--- src/rtl/iob_clkdiv_pkg.sv ---
// Shared state encoding and constants for the programmable clock divider.
// Keeps the FSM encoding and the minimum ratio in one place for RTL and bench.
package iob_clkdiv_pkg;

   typedef enum logic {
      IDLE = 1'b0,
      RUN  = 1'b1
   } state_t;

   localparam int DIV_MIN = 2;

endpackage

--- src/rtl/iob_clkdiv.sv ---
// Glitch-free programmable divider: flop-driven clk_out plus a source-domain tick, 1-edge start latency.
// No backpressure; ratio and enable changes are only acted on at period boundaries.
module iob_clkdiv
   import iob_clkdiv_pkg::*;
#(
   parameter int DIV_W   = 8,
   parameter int DIV_RST = 2
) (
   input  logic             clk,
   input  logic             arst_n,
   input  logic             en,
   input  logic [DIV_W-1:0] div,
   output logic             clk_out,
   output logic             tick,
   output logic             active
);

   state_t           state, state_nxt;
   logic [DIV_W-1:0] d_a, d_a_nxt;
   logic [DIV_W-1:0] cnt, cnt_nxt;
   logic             clk_out_nxt;
   logic             tick_nxt;

   logic [DIV_W-1:0] div_clamped;
   logic [DIV_W:0]   half_len;
   logic             high_last;
   logic             period_end;

   assign div_clamped = (div < DIV_W'(DIV_MIN)) ? DIV_W'(DIV_MIN) : div;
   // One extra bit so ceil(D/2) cannot wrap at the maximum ratio.
   assign half_len    = ({1'b0, d_a} + (DIV_W+1)'(1)) >> 1;
   assign high_last   = ({1'b0, cnt} == (half_len - (DIV_W+1)'(1)));
   assign period_end  = (cnt == (d_a - DIV_W'(1)));

   always_ff @(posedge clk or negedge arst_n) begin
      if (!arst_n) begin
         state   <= IDLE;
         d_a     <= DIV_W'(DIV_RST);
         cnt     <= '0;
         clk_out <= 1'b0;
         tick    <= 1'b0;
      end else begin
         state   <= state_nxt;
         d_a     <= d_a_nxt;
         cnt     <= cnt_nxt;
         clk_out <= clk_out_nxt;
         tick    <= tick_nxt;
      end
   end

   always_comb begin
      state_nxt   = state;
      d_a_nxt     = d_a;
      cnt_nxt     = cnt;
      clk_out_nxt = clk_out;
      tick_nxt    = 1'b0;
      case (state)
         IDLE: begin
            cnt_nxt     = '0;
            clk_out_nxt = 1'b0;
            if (en) begin
               state_nxt   = RUN;
               d_a_nxt     = div_clamped;
               clk_out_nxt = 1'b1;
               tick_nxt    = 1'b1;
            end
         end
         RUN: begin
            if (period_end) begin
               // clk_out is already low here since H-1 < D-1 for every D >= 2.
               cnt_nxt     = '0;
               clk_out_nxt = 1'b0;
               if (en) begin
                  d_a_nxt     = div_clamped;
                  clk_out_nxt = 1'b1;
                  tick_nxt    = 1'b1;
               end else begin
                  state_nxt = IDLE;
               end
            end else begin
               cnt_nxt = cnt + DIV_W'(1);
               if (high_last) clk_out_nxt = 1'b0;
            end
         end
         default: begin
            state_nxt   = IDLE;
            cnt_nxt     = '0;
            clk_out_nxt = 1'b0;
         end
      endcase
   end

   assign active = (state == RUN);

endmodule
--- config.mk ---
export PLATFORM = sky130hd
export DESIGN_NAME = iob_clkdiv
export DESIGN_NICKNAME = d
export VERILOG_FILES = /design/src/rtl/iob_clkdiv_pkg.sv /design/src/rtl/iob_clkdiv.sv
export SDC_FILE = /design/constraint.sdc
export NUM_CORES = 1
export LEC_CHECK = 0
export BUFFER_PORTS_ARGS = -buffer_cell sky130_fd_sc_hd__buf_2
export CAP_MARGIN = 20
export CORE_MARGIN = 2
export CORE_UTILIZATION = 60
export CTS_CLUSTER_DIAMETER = 60
export DETAILED_ROUTE_END_ITERATION = 7
export GPL_TIMING_DRIVEN = 0
export MAX_ROUTING_LAYER = met4
export PLACE_DENSITY = 0.8
export SETUP_SLACK_MARGIN = 0.15
export SYNTH_ARGS = -nofsm -noshare
export SYNTH_HDL_FRONTEND = slang
export SYNTH_SLANG_ARGS = --single-unit
--- constraint.sdc ---
create_clock -name clk -period 3.3 [get_ports clk]
set_clock_uncertainty 0.2 [all_clocks]
set_input_delay 0.165 -clock clk [delete_from_list [all_inputs] [get_ports clk]]
set_output_delay 0.165 -clock clk [all_outputs]
set_load 0.02 [all_outputs]
======== After elaboration in Yosys (flattened, before gate mapping) ========
Cells that the tools add are included.
Widths: inputs -> output; s select.
storage, ports and cells
  bits in registers ....................... 19
  input bits .............................. 11
  logic and storage cells ................. 29
cells by class
  add/sub/neg operators ................... 4
  magnitude comparators ................... 1
  eq/ne operators ......................... 4
  mux-type cells .......................... 14
  bitwise logic cells ..................... 1
operators by type and width
  kind                 count
  $mux 8               4
  $pmux 8 s2           2
  $add 8x1->9 const B  1
  $eq 8x9->1           1
  $sub 8x1->9 const B  1
  $add 8x1->8 const B  1
  $eq 8x8->1           1
  $lt 8x2->1 const B   1
  $sub 8x1->8 const B  1
  $pmux 1 s2           3
  $mux 1               5
  $ne 3x1->1 const B   1
  $ne 2x1->1 const B   1
  $not 1->1            1

======== Depth between registers and ports, before layout ========
Gate-level depths: netlist (run 1).
  word-level depth ........................ 6
  depth in mapped cells ................... 11

======== Least setup slack after synthesis (run 1) ========
No wires, ideal clock.
  kind .................................... register -> register
  from .................................... register d_a[1]
  to ...................................... register clk_out
  setup time .............................. 0.137 ns
  data arrival time ....................... 2.456 ns
  path slack .............................. 0.507 ns
  cell stages (with the launch flop) ...... 12
  buffers on the path ..................... 1
  clock period less this slack ............ 2.793 ns
  path through ............................ dfstp_2 -> buf_2 -> inv_1 -> ha_1 -> inv_1 -> ha_1 -> nand2_1 -> and4_1 -> a31o_2 -> a2111oi_0 -> and4b_1 -> a311oi_2
between the ends
  word-level cells in the longest chain between the ends .. 4
  elaborated cells on any way between the ends .. 8
  those cells by class .................... add/sub (3); eq/ne (3); mux (2)
ends and longest elaborated chain
  element                                                           RTL line                            RTL
  start, declared                                                   iob_clkdiv.sv:19                    logic [DIV_W-1:0] d_a, d_a_nxt;
  start signal, assigned                                            iob_clkdiv.sv:38                    d_a <= DIV_W'(DIV_RST);
  start signal, assigned                                            iob_clkdiv.sv:44                    d_a <= d_a_nxt;
  $add 8x1->9 / $sub 8x1->8 (equally long branches)                 iob_clkdiv.sv:31, iob_clkdiv.sv:33
  $sub 8x1->9 / $eq 8x8->1 (equally long branches)                  iob_clkdiv.sv:32, iob_clkdiv.sv:33
  $eq 8x9->1 / $mux 1 (equally long branches)                       iob_clkdiv.sv:32, iob_clkdiv.sv:69
  $ne 3x1->1 (no source line) / $pmux 1 s2 (equally long branches)  --
  end signal, assigned                                              iob_clkdiv.sv:46                    clk_out <= clk_out_nxt;
  end, declared                                                     iob_clkdiv.sv:13                    output logic clk_out,
Several ways; a longest one is shown, not always the timed one.
A chain may end at the register's enable or synchronous reset.

======== Worst setup path in the final report (run 1) ========
Same ends and word-level chain as after synthesis.

==> out/results.tsv, run 1 <==
stage	metric	value	unit
outcome	status	completed	
timing	final hold viol count	0	
yosys	sequential area share after synthesis	0.282	
power	net switching power	976	µW
setup_path	worst path cell trace	buf_4, inv_1, ha_2, inv_1, ha_2, nand2_1, and4_1, a31o_2, a2111oi_1, and4b_1, a311oi_2	
power	VDD IR max	748	µV
drt	via count	1487	
timing	Worst-Margin Slew	435	ps
drt	routed len/inst	17.0	µm
clock_network	H-tree levels	1	
cells_and_area	final instance area	1920	µm²
clock_network	total CTS buffers	3	
global_route	Total GRT Usage	0.275	
drt	final wirelength	4100	µm
min_path	Hold/Removal Path Class	in -> reg	
cells_and_area	nets	226	
floorplan	Die X	57.1	µm
placement	dpl hpwl	2920	µm
power	clock share of power	0.056	
timing	period utilization	0.906	
cells_and_area	ant diodes	0	
floorplan	IO Pins	14	
drt	First-pass DRT Iterations	4	
job	Max-Cap Viols	0	
drt	DRC	0	
yosys	Post-synth EDFFs	0	
yosys	prevailing post-synth register cell	dfrtp_1	
global_route	grt ovf	0	
power	Lkg Pwr	0.000856	µW
yosys	Yosys top cell area share	0.267	
power	Net Sw Frac	0.470	
timing	fmax	335	MHz
setup_path	worst endpoint data arrival time	2970	ps
setup_path	CP Class	reg -> reg	
floorplan	Die ar.	3260	µm²
setup_path	Worst path max stage delay	580	ps
global_route	first-pass GRT wire length	6800	µm
setup_path	WP data required	3280	ps
global_route	initial antenna violation count	0	
clock_network	Clock Path Buffers	2	
timing	Setup-failing EPs final	0	
cells_and_area	area grow syn2layout	13.6	%
floorplan	Die Ht	57.1	µm
yosys	Netlist cell types	54	
floorplan	CORE AREA	2710	µm²
yosys	Avg Synthesized Cell Area	9.18	µm²
clock_network	clock transition at the registers of the reported paths	110	ps
yosys	Syn. warnings	0	
setup_path	FF-to-FF setup slack	310	ps
cells_and_area	fraction of layout instances using a drive strength above 1	0.243	
placement	Post-DP Area	1790	µm²
clock_network	worst skew pair latency	300	ps
yosys	top cells by area, synth	dfrtp_1, xnor2_1, mux2_4	
timing	fin crit period	2990	ps
timing	RSZ-0062 raised after global routing	false	
placement	GPL Wtd Cong	0.848	
clock_network	root buf cell	clkbuf_4	
timing	Slew Limit Fails	0	
floorplan	row cnt	19	
placement	# port buffers	13	
yosys	Synth Net Count	199	
setup_path	startpoint types	flop	
power	Reg power frac	0.222	
timing	Slew headroom	0.706	
min_path	Worst Hold Depth	3	
cells_and_area	fill count	207	
setup_path	crit end category	flop	
yosys	Post-Synthesis Cells	184	
yosys	Synth area leader	dfrtp_1	
drt	DRT antenna net count	0	
timing	Setup TNS	0	ps
power	internal power	1100	µW
drt	initial DRC count	78	
power	Combinational Power Share	0.722	
clock_network	clock tree from TritonCTS	done	
cells_and_area	Reg area	477	µm²
global_route	largest net degree at the start of global routing	20	
cells_and_area	multi-input logic area	1100	µm²
drt	via density per instance	6.17	
global_route	number of global-route vias before repair	1450	
floorplan	Starting Density	0.623	
yosys	Synth async-reset ratio	1.00	
setup_path	R2R depth	11	
setup_path	slowest cell on the critical path	dfstp_2	
yosys	Synth Cell Area	1690	µm²
setup_path	crit path max fanout	10	
clock_network	CTS Sinks	19	
power	PD cells	1080	nW/µm²
yosys	Seq cells post-synth	19	
-- final timing paths --
kind	from	endpoint
setup / recovery	d_a[1]	clk_out
hold / removal	en	tick
setup reg to reg	d_a[1]	clk_out
hold reg to reg	cnt[0]	cnt[0]
max in group asynchronous	arst_n	d_a[1]
min in group asynchronous	arst_n	tick
-- synthesized netlist by cell type (3+ instances only) --
cell and instances:
nor4_1 5, a31oi_1 3, dfrtp_1 18, clkbuf_1 5, nand2b_1 6, xor2_1 7
nand4_1 3, or4_1 3, buf_2 6, nand2_1 6, ha_1 4, mux2_4 6
inv_1 8, mux2i_1 4, and4b_1 3, xnor2_1 21, nand3_1 6, a21oi_1 4
nor2_1 19, nor3_1 5
-- area by class of cell --
type,instances,area share
Inverter,8,0.0157
Buffer,16,0.0489
Sequential cell,19,0.249
Timing Repair Buffer,22,0.0809
Tap cell,31,0.0202
Multi-Input combinational cell,141,0.572
Clock buffer,4,0.0137
-- per-stage QoR --
stage                     instances  setup slack (ps)  utilization  total power, µW  hold WS (ps)
after global routing            241               184        0.708             2240          31.6
after detailed placement        228               176        0.662             1910         -82.0
after floorplan                 184               507            -             1620          -331
final                           241               311        0.708             2080          20.8
after CTS                       241               158        0.705             2040          19.5
after global placement          228               207        0.662             1840         -93.1
-- kinds of logic after synthesis --
group / Yosys count / share of synthesized area
simple gates: 72 / 0.253
xor+xnor: 28 / 0.145
compound gates: 26 / 0.134
buf+inv: 24 / 0.0718
flops: 19 / 0.282
mux: 11 / 0.0837
fa+ha+maj: 4 / 0.0296
-- state kept, by name, indices dropped and copies added (netlist names) --
register  count
clk_out       1
tick          1
d_a           8
cnt           8
active        1
-- timing repair --
item	4_1_cts	5_1_grt
endpoints found under the hold margin	27	0
hold buffers	9	0
setup endpoints to repair	0	1
resized for setup	0	5
setup buffers	0	0
-- cells in the final DEF, fill, tap and decap left out, types with 6 or more instances in the layout --
| cell | synthesis | routed |
|---|---|---|
| xnor2_1 | 21 | 21 |
| nor2_1 | 19 | 19 |
| buf_2 | 6 | 18 |
| dfrtp_1 | 18 | 18 |
| dlygate4sd3_1 | 0 | 9 |
| inv_1 | 8 | 8 |
| xor2_1 | 7 | 7 |
| nand2b_1 | 6 | 6 |
| clkbuf_1 | 5 | 6 |
| nand3_1 | 6 | 6 |
| nand2_1 | 6 | 6 |
| mux2_4 | 6 | 6 |
-- worst max-delay path: cells and delay by family, from the launching register on --
kind	cells	cell delay [ps]
AOI/OAI and AO/OA	3	630
adders and majority gates	2	530
buffers and inverters	3	370
DFF	1	580
and+or+nand+nor	3	580
-- routing by layer --
metal / up-vias / GRT usage / share of wire / wire length (µm)
li1: 707 / - / - / -
met1: 719 / 0.340 / 0.44 / 1790
met2: 51 / 0.475 / 0.50 / 2040
met3: 10 / 0.0408 / 0.041 / 166
met4: 0 / 0.0664 / 0.025 / 101
met5: - / - / 0 / 0
-- power groups by stage --
stage / registers (µW) / logic [µW] / clock network [µW]
global route: 471 / 1640 / 130
floorplan: 437 / 1180 / 0
detailed placement: 461 / 1440 / 0
CTS: 457 / 1460 / 117
global placement: 452 / 1390 / 0
finish: 460 / 1500 / 117
(Power assumes the default switching activity.)
==> run 2: changes to the inputs <==
CAP_MARGIN = default   (was 20)
CELL_PAD_IN_SITES_DETAIL_PLACEMENT = 0   (was default)
CELL_PAD_IN_SITES_GLOBAL_PLACEMENT = 1   (was default)
CORE_UTILIZATION = 46   (was 60)
GPL_ROUTABILITY_DRIVEN = 0   (was default)
PLACE_DENSITY = default   (was 0.8)
PLACE_DENSITY_LB_ADDON = 0.1   (was default)
==> run 2 against run 1 <==
  * Fmax down 0.76%
  * Critical endpoint unchanged
  * Sequential power about the same
  * Cell count up 6.6%
  * Worst setup slack worse by 23 ps
  * Clock-buffer cell count unchanged
  * Via count down 6.4%
==> out/results.tsv, run 2 (synthesis gave the netlist of run 1 again) <==
stage	metric	value	unit
clock_network	root buf cell	clkbuf_8	
cells_and_area	area grow syn2layout	15.3	%
global_route	number of global-route vias before repair	1511	
drt	DRT antenna net count	0	
setup_path	slowest cell on the critical path	dfstp_2	
global_route	Total GRT Usage	0.221	
outcome	status	completed	
setup_path	CP Buf/Inv Count	3	
setup_path	CP delay by family, top	compound AO/OA/AOI/OAI gates	
job	Max-Cap Viols	0	
drt	via density per instance	5.42	
placement	dpl hpwl	2960	µm
timing	Setup TNS	0	ps
drt	final wirelength	3980	µm
floorplan	row cnt	22	
timing	RSZ-0062 raised after global routing	false	
power	PD cells	1080	nW/µm²
cells_and_area	Top Registers	cnt: 8 flops, d_a: 8 flops	
drt	First-pass DRT Iterations	4	
setup_path	Worst path max stage delay	570	ps
floorplan	Die Ht	64.6	µm
drt	via count	1392	
floorplan	IO Pins	14	
clock_network	worst skew pair latency	240	ps
power	VDD IR max	468	µV
global_route	initial antenna violation count	0	
cells_and_area	commonest non-fill, non-tap cell in the layout	xnor2_1	
floorplan	Die ar.	4170	µm²
setup_path	crit end category	flop	
timing	Slew Limit Fails	0	
floorplan	Starting Density	0.468	
power	Lkg Pwr	0.000860	µW
clock_network	H-tree levels	1	
clock_network	CTS Sinks	19	
clock_network	total CTS buffers	3	
timing	final hold viol count	0	
setup_path	startpoint types	flop	
global_route	grt ovf	0	
floorplan	Die X	64.6	µm
timing	period utilization	0.913	
setup_path	crit path max fanout	10	
drt	routed len/inst	15.5	µm
timing	fin crit period	3010	ps
cells_and_area	most frequent cells in the layout	xnor2_1, nor2_1, buf_2, dfrtp_1	
cells_and_area	fraction of layout instances using a drive strength above 1	0.244	
clock_network	Clock Path Buffers	2	
cells_and_area	ant diodes	0	
min_path	Hold/Removal Path Class	in -> reg	
global_route	first-pass GRT wire length	7090	µm
setup_path	CP Class	reg -> reg	
cells_and_area	nets	225	
cells_and_area	final instance area	1950	µm²
placement	Post-DP Area	1810	µm²
setup_path	WP data required	3220	ps
clock_network	clock tree from TritonCTS	done	
setup_path	worst path cell trace	buf_4, inv_1, ha_2, inv_1, ha_2, nand2_1, and4_1, a31o_2, a2111oi_1, and4b_1, a311oi_2	
drt	DRC	0	
setup_path	worst endpoint data arrival time	2930	ps
timing	Worst-Margin Slew	429	ps
global_route	largest net degree at the start of global routing	20	
timing	Slew headroom	0.713	
timing	Setup-failing EPs final	0	
timing	fmax	332	MHz
clock_network	Setup Buffers After CTS	0	
placement	# port buffers	13	
drt	initial DRC count	82	
clock_network	clock transition at the registers of the reported paths	60	ps
floorplan	CORE AREA	3610	µm²
-- run 2: changes by cell type in the layout (fill, tap and decap cells not counted) --
cell | previous run | this run
clkbuf_4 | 3 | 0
clkbuf_8 | 0 | 3
dlygate4sd3_1 | 9 | 8
-- run 2: where the power goes --
part	internal, µW	switching, µW	total, µW
registers	340	123	462
clock network	85.5	66.9	152
logic	713	782	1500
-- run 2: worst paths after layout --
kind	start	endpoint	slack (ps)	cells past startpoint
max reg2reg	d_a[1]	clk_out	290	11
min	div[1]	d_a[1]	30	3
min reg2reg	cnt[0]	cnt[0]	380	1
max	d_a[1]	clk_out	290	11
min in group asynchronous	arst_n	active	180	2
max in group asynchronous	arst_n	d_a[1]	2390	2
-- run 2: what timing repair did --
action	CTS	global route
hold buffers	8	0
setup endpoints to repair	1	1
gates cloned	0	0
hold endpoints to repair	26	0
gates resized for setup	2	2
-- run 2: final cells by class --
cell class,count,area [µm²]
flip-flops and latches,19,477
clock buffers,4,45.0
plain buffers,16,93.8
repair buffers,21,145
well taps,48,60.1
multi-input cells,141,1100
fillers,343,1660
inverters,8,30.0
-- run 2: layer usage --
| layer | GRT usage | routed length (µm) | share of wire | up-vias |
|---|---|---|---|---|
| li1 | - | - | - | 705 |
| met2 | 0.362 | 1860 | 0.47 | 24 |
| met3 | 0.0469 | 112 | 0.028 | 6 |
| met4 | 0.0452 | 61 | 0.015 | 0 |
| met5 | - | 0 | 0 | - |
| met1 | 0.285 | 1950 | 0.49 | 657 |
-- run 2: through the flow --
| step | setup slack, ps | std cells | total power, µW | hold slack, ps | util |
|---|---|---|---|---|---|
| 6_report | 289 | 257 | 2110 | 32.6 | 0.540 |
| 4_1_cts | 170 | 257 | 2100 | 21.7 | 0.539 |
| 5_1_grt | 152 | 257 | 2310 | 47.0 | 0.540 |
| 3_5_place_dp | 69.8 | 245 | 1910 | -74.6 | 0.503 |
| 3_3_place_gp | 114 | 245 | 1870 | -87.3 | 0.503 |
| 2_1_floorplan | 507 | 184 | 1620 | -331 | - |
-- run 2: worst reg2reg max path, cell delays in order, from the launching register on --
cell and delay (ps):
dfstp_2 570, buf_4 190, inv_1 80, ha_2 320, inv_1 100, ha_2 210, nand2_1 80, and4_1 200
a31o_2 200, a2111oi_1 340, and4b_1 280, a311oi_2 100
==> run 3: changes to the inputs <==
PLACE_DENSITY = 0.76   (was default)
PLACE_DENSITY_LB_ADDON = default   (was 0.1)
==> run 3 against run 2 <==
  * Via count up 3.4%
  * Register-to-register slack better by 60 ps
  * Sequential power down 0.9%
  * Global-route usage about the same
  * Worst setup slack better by 62 ps
  * Sequential share of layout area about the same
  * Combinational power about the same
  * Clock power up 8%
  * Non-clock buffer count unchanged
  * First-iteration DRC count down 15%
  * Cell count unchanged
  * Clock-buffer cell count down 1
  * Critical path type unchanged
==> out/results.tsv, run 3 (synthesis gave the netlist of run 1 again) <==
stage	metric	value	unit
clock_network	worst skew pair latency	260	ps
drt	First-pass DRT Iterations	4	
drt	met3 WL post-DR	75	µm
outcome	status	completed	
timing	fin crit period	2950	ps
timing	period utilization	0.894	
power	Lkg Pwr	0.000865	µW
drt	initial DRC count	70	
setup_path	crit path max fanout	10	
setup_path	crit end category	flop	
floorplan	Die ar.	4170	µm²
timing	Worst-Margin Slew	442	ps
cells_and_area	Top Registers	cnt: 8 flops, d_a: 8 flops	
setup_path	WP data required	3230	ps
min_path	Hold/Removal Path Class	in -> reg	
drt	via density per instance	5.60	
power	PD cells	1090	nW/µm²
clock_network	total CTS buffers	3	
setup_path	CP Buf/Inv Count	3	
global_route	number of global-route vias before repair	1451	
clock_network	H-tree levels	1	
drt	uppermost layer routed	met4	
clock_network	Clock Path Buffers	2	
timing	Setup TNS	0	ps
drt	met2 wire len	2050	µm
cells_and_area	ant diodes	0	
clock_network	CTS Sinks	19	
global_route	largest net degree at the start of global routing	20	
timing	Slew headroom	0.705	
drt	via count	1439	
power	VDD IR max	498	µV
setup_path	Worst path max stage delay	570	ps
global_route	Total GRT Usage	0.221	
floorplan	Die Ht	64.6	µm
setup_path	slowest cell on the critical path	dfstp_2	
cells_and_area	fill count	348	
timing	Slew Limit Fails	0	
drt	DRT antenna net count	0	
timing	RSZ-0062 raised after global routing	false	
setup_path	worst endpoint data arrival time	2880	ps
cells_and_area	area grow syn2layout	15.6	%
global_route	grt ovf	0	
job	Max-Cap Viols	0	
floorplan	IO Pins	14	
drt	WL met1	1880	µm
global_route	initial antenna violation count	0	
drt	routed len/inst	15.8	µm
cells_and_area	nets	225	
clock_network	root buf cell	clkbuf_8	
setup_path	CP Class	reg -> reg	
setup_path	Crit path top cell by count	inv_1	
drt	final wirelength	4060	µm
drt	DRC	0	
cells_and_area	most frequent cells in the layout	xnor2_1, nor2_1, buf_2, dfrtp_1	
placement	# port buffers	13	
min_path	Worst Hold Depth	3	
setup_path	worst path cell trace	buf_4, inv_1, ha_2, inv_1, ha_1, nand2_1, and4_1, a31o_2, a2111oi_2, and4b_1, a311oi_2	
timing	final hold viol count	0	
clock_network	clock tree from TritonCTS	done	
setup_path	CP delay by family, top	compound AO/OA/AOI/OAI gates	
cells_and_area	commonest non-fill, non-tap cell in the layout	xnor2_1	
timing	fmax	339	MHz
timing	Hold WS	2.80	ps
placement	dpl hpwl	3100	µm
global_route	first-pass GRT wire length	6890	µm
floorplan	row cnt	22	
floorplan	Die X	64.6	µm
setup_path	Crit path depth	11	
floorplan	Starting Density	0.468	
timing	Setup-failing EPs final	0	
setup_path	R2R depth	11	
cells_and_area	fraction of layout instances using a drive strength above 1	0.249	
clock_network	clock transition at the registers of the reported paths	70	ps
floorplan	CORE AREA	3610	µm²
setup_path	startpoint types	flop	
==> run 3: cell types whose count changed in the layout (fill, tap and decap cells not counted), sizes merged <==
| cell | delta |
|---|---|
| clkbuf | -1 |
| clkinv | +1 |
==> run 3: repair_timing <==
item                       in CTS  in global routing
resized for setup               2                  2
hold buffers                    8                  0
buffers inserted                0                  0
pin swaps                       0                  0
setup endpoints to repair       1                  1
hold endpoints to repair       26                  0
==> run 3: worst paths after layout <==
| path | startpoint | to | slack (ps) |
|---|---|---|---|
| worst max-delay path | d_a[1] | clk_out | 350 |
| worst min-delay path | div[1] | d_a[1] | 3 |
| worst max register to register | d_a[1] | clk_out | 350 |
| worst min register to register | cnt[0] | cnt[0] | 390 |
| max in group asynchronous | arst_n | d_a[1] | 2400 |
| min in group asynchronous | arst_n | active | 170 |
==> run 3: worst reg2reg max path: cells and delay by family (launching register included) <==
kind,cells,cell delay (ps)
fa+ha+maj,2,540
simple gates,3,560
flops,1,570
compound gates,3,600
buf+inv,3,370
==> run 3: metrics by stage <==
stage | util | setup WS (ps) | instance area (µm²) | total power (µW) | cells
after floorplan | - | 507 | 1690 | 1620 | 184
after global routing | 0.541 | 206 | 1950 | 2310 | 257
after global placement | 0.503 | 97.3 | 1810 | 1870 | 245
after CTS | 0.539 | 188 | 1940 | 2110 | 257
after detailed placement | 0.503 | 80.1 | 1810 | 1920 | 245
final | 0.541 | 351 | 1950 | 2130 | 257
==> run 3: layout make-up <==
type,instances,area [µm²],share of cell area
buffer,16,93.8,0.0481
timing repair buffer,21,145,0.0744
clock inverter,1,5.00,0.00256
sequential,19,477,0.244
multi-input combinational,141,1100,0.563
tap,48,60.1,0.0308
inverter,8,30.0,0.0154
clock buffer,3,41.3,0.0212
==> run 3: report_power, final <==
group / internal (µW) / switching [µW]
registers: 339 / 119
logic: 716 / 791
clock network: 84.0 / 79.9
==> run 3: metal layers <==
layer,track usage,up-vias
met5,-,-
met4,0.0319,0
met3,0.0417,4
met2,0.393,21
met1,0.268,708
li1,-,706
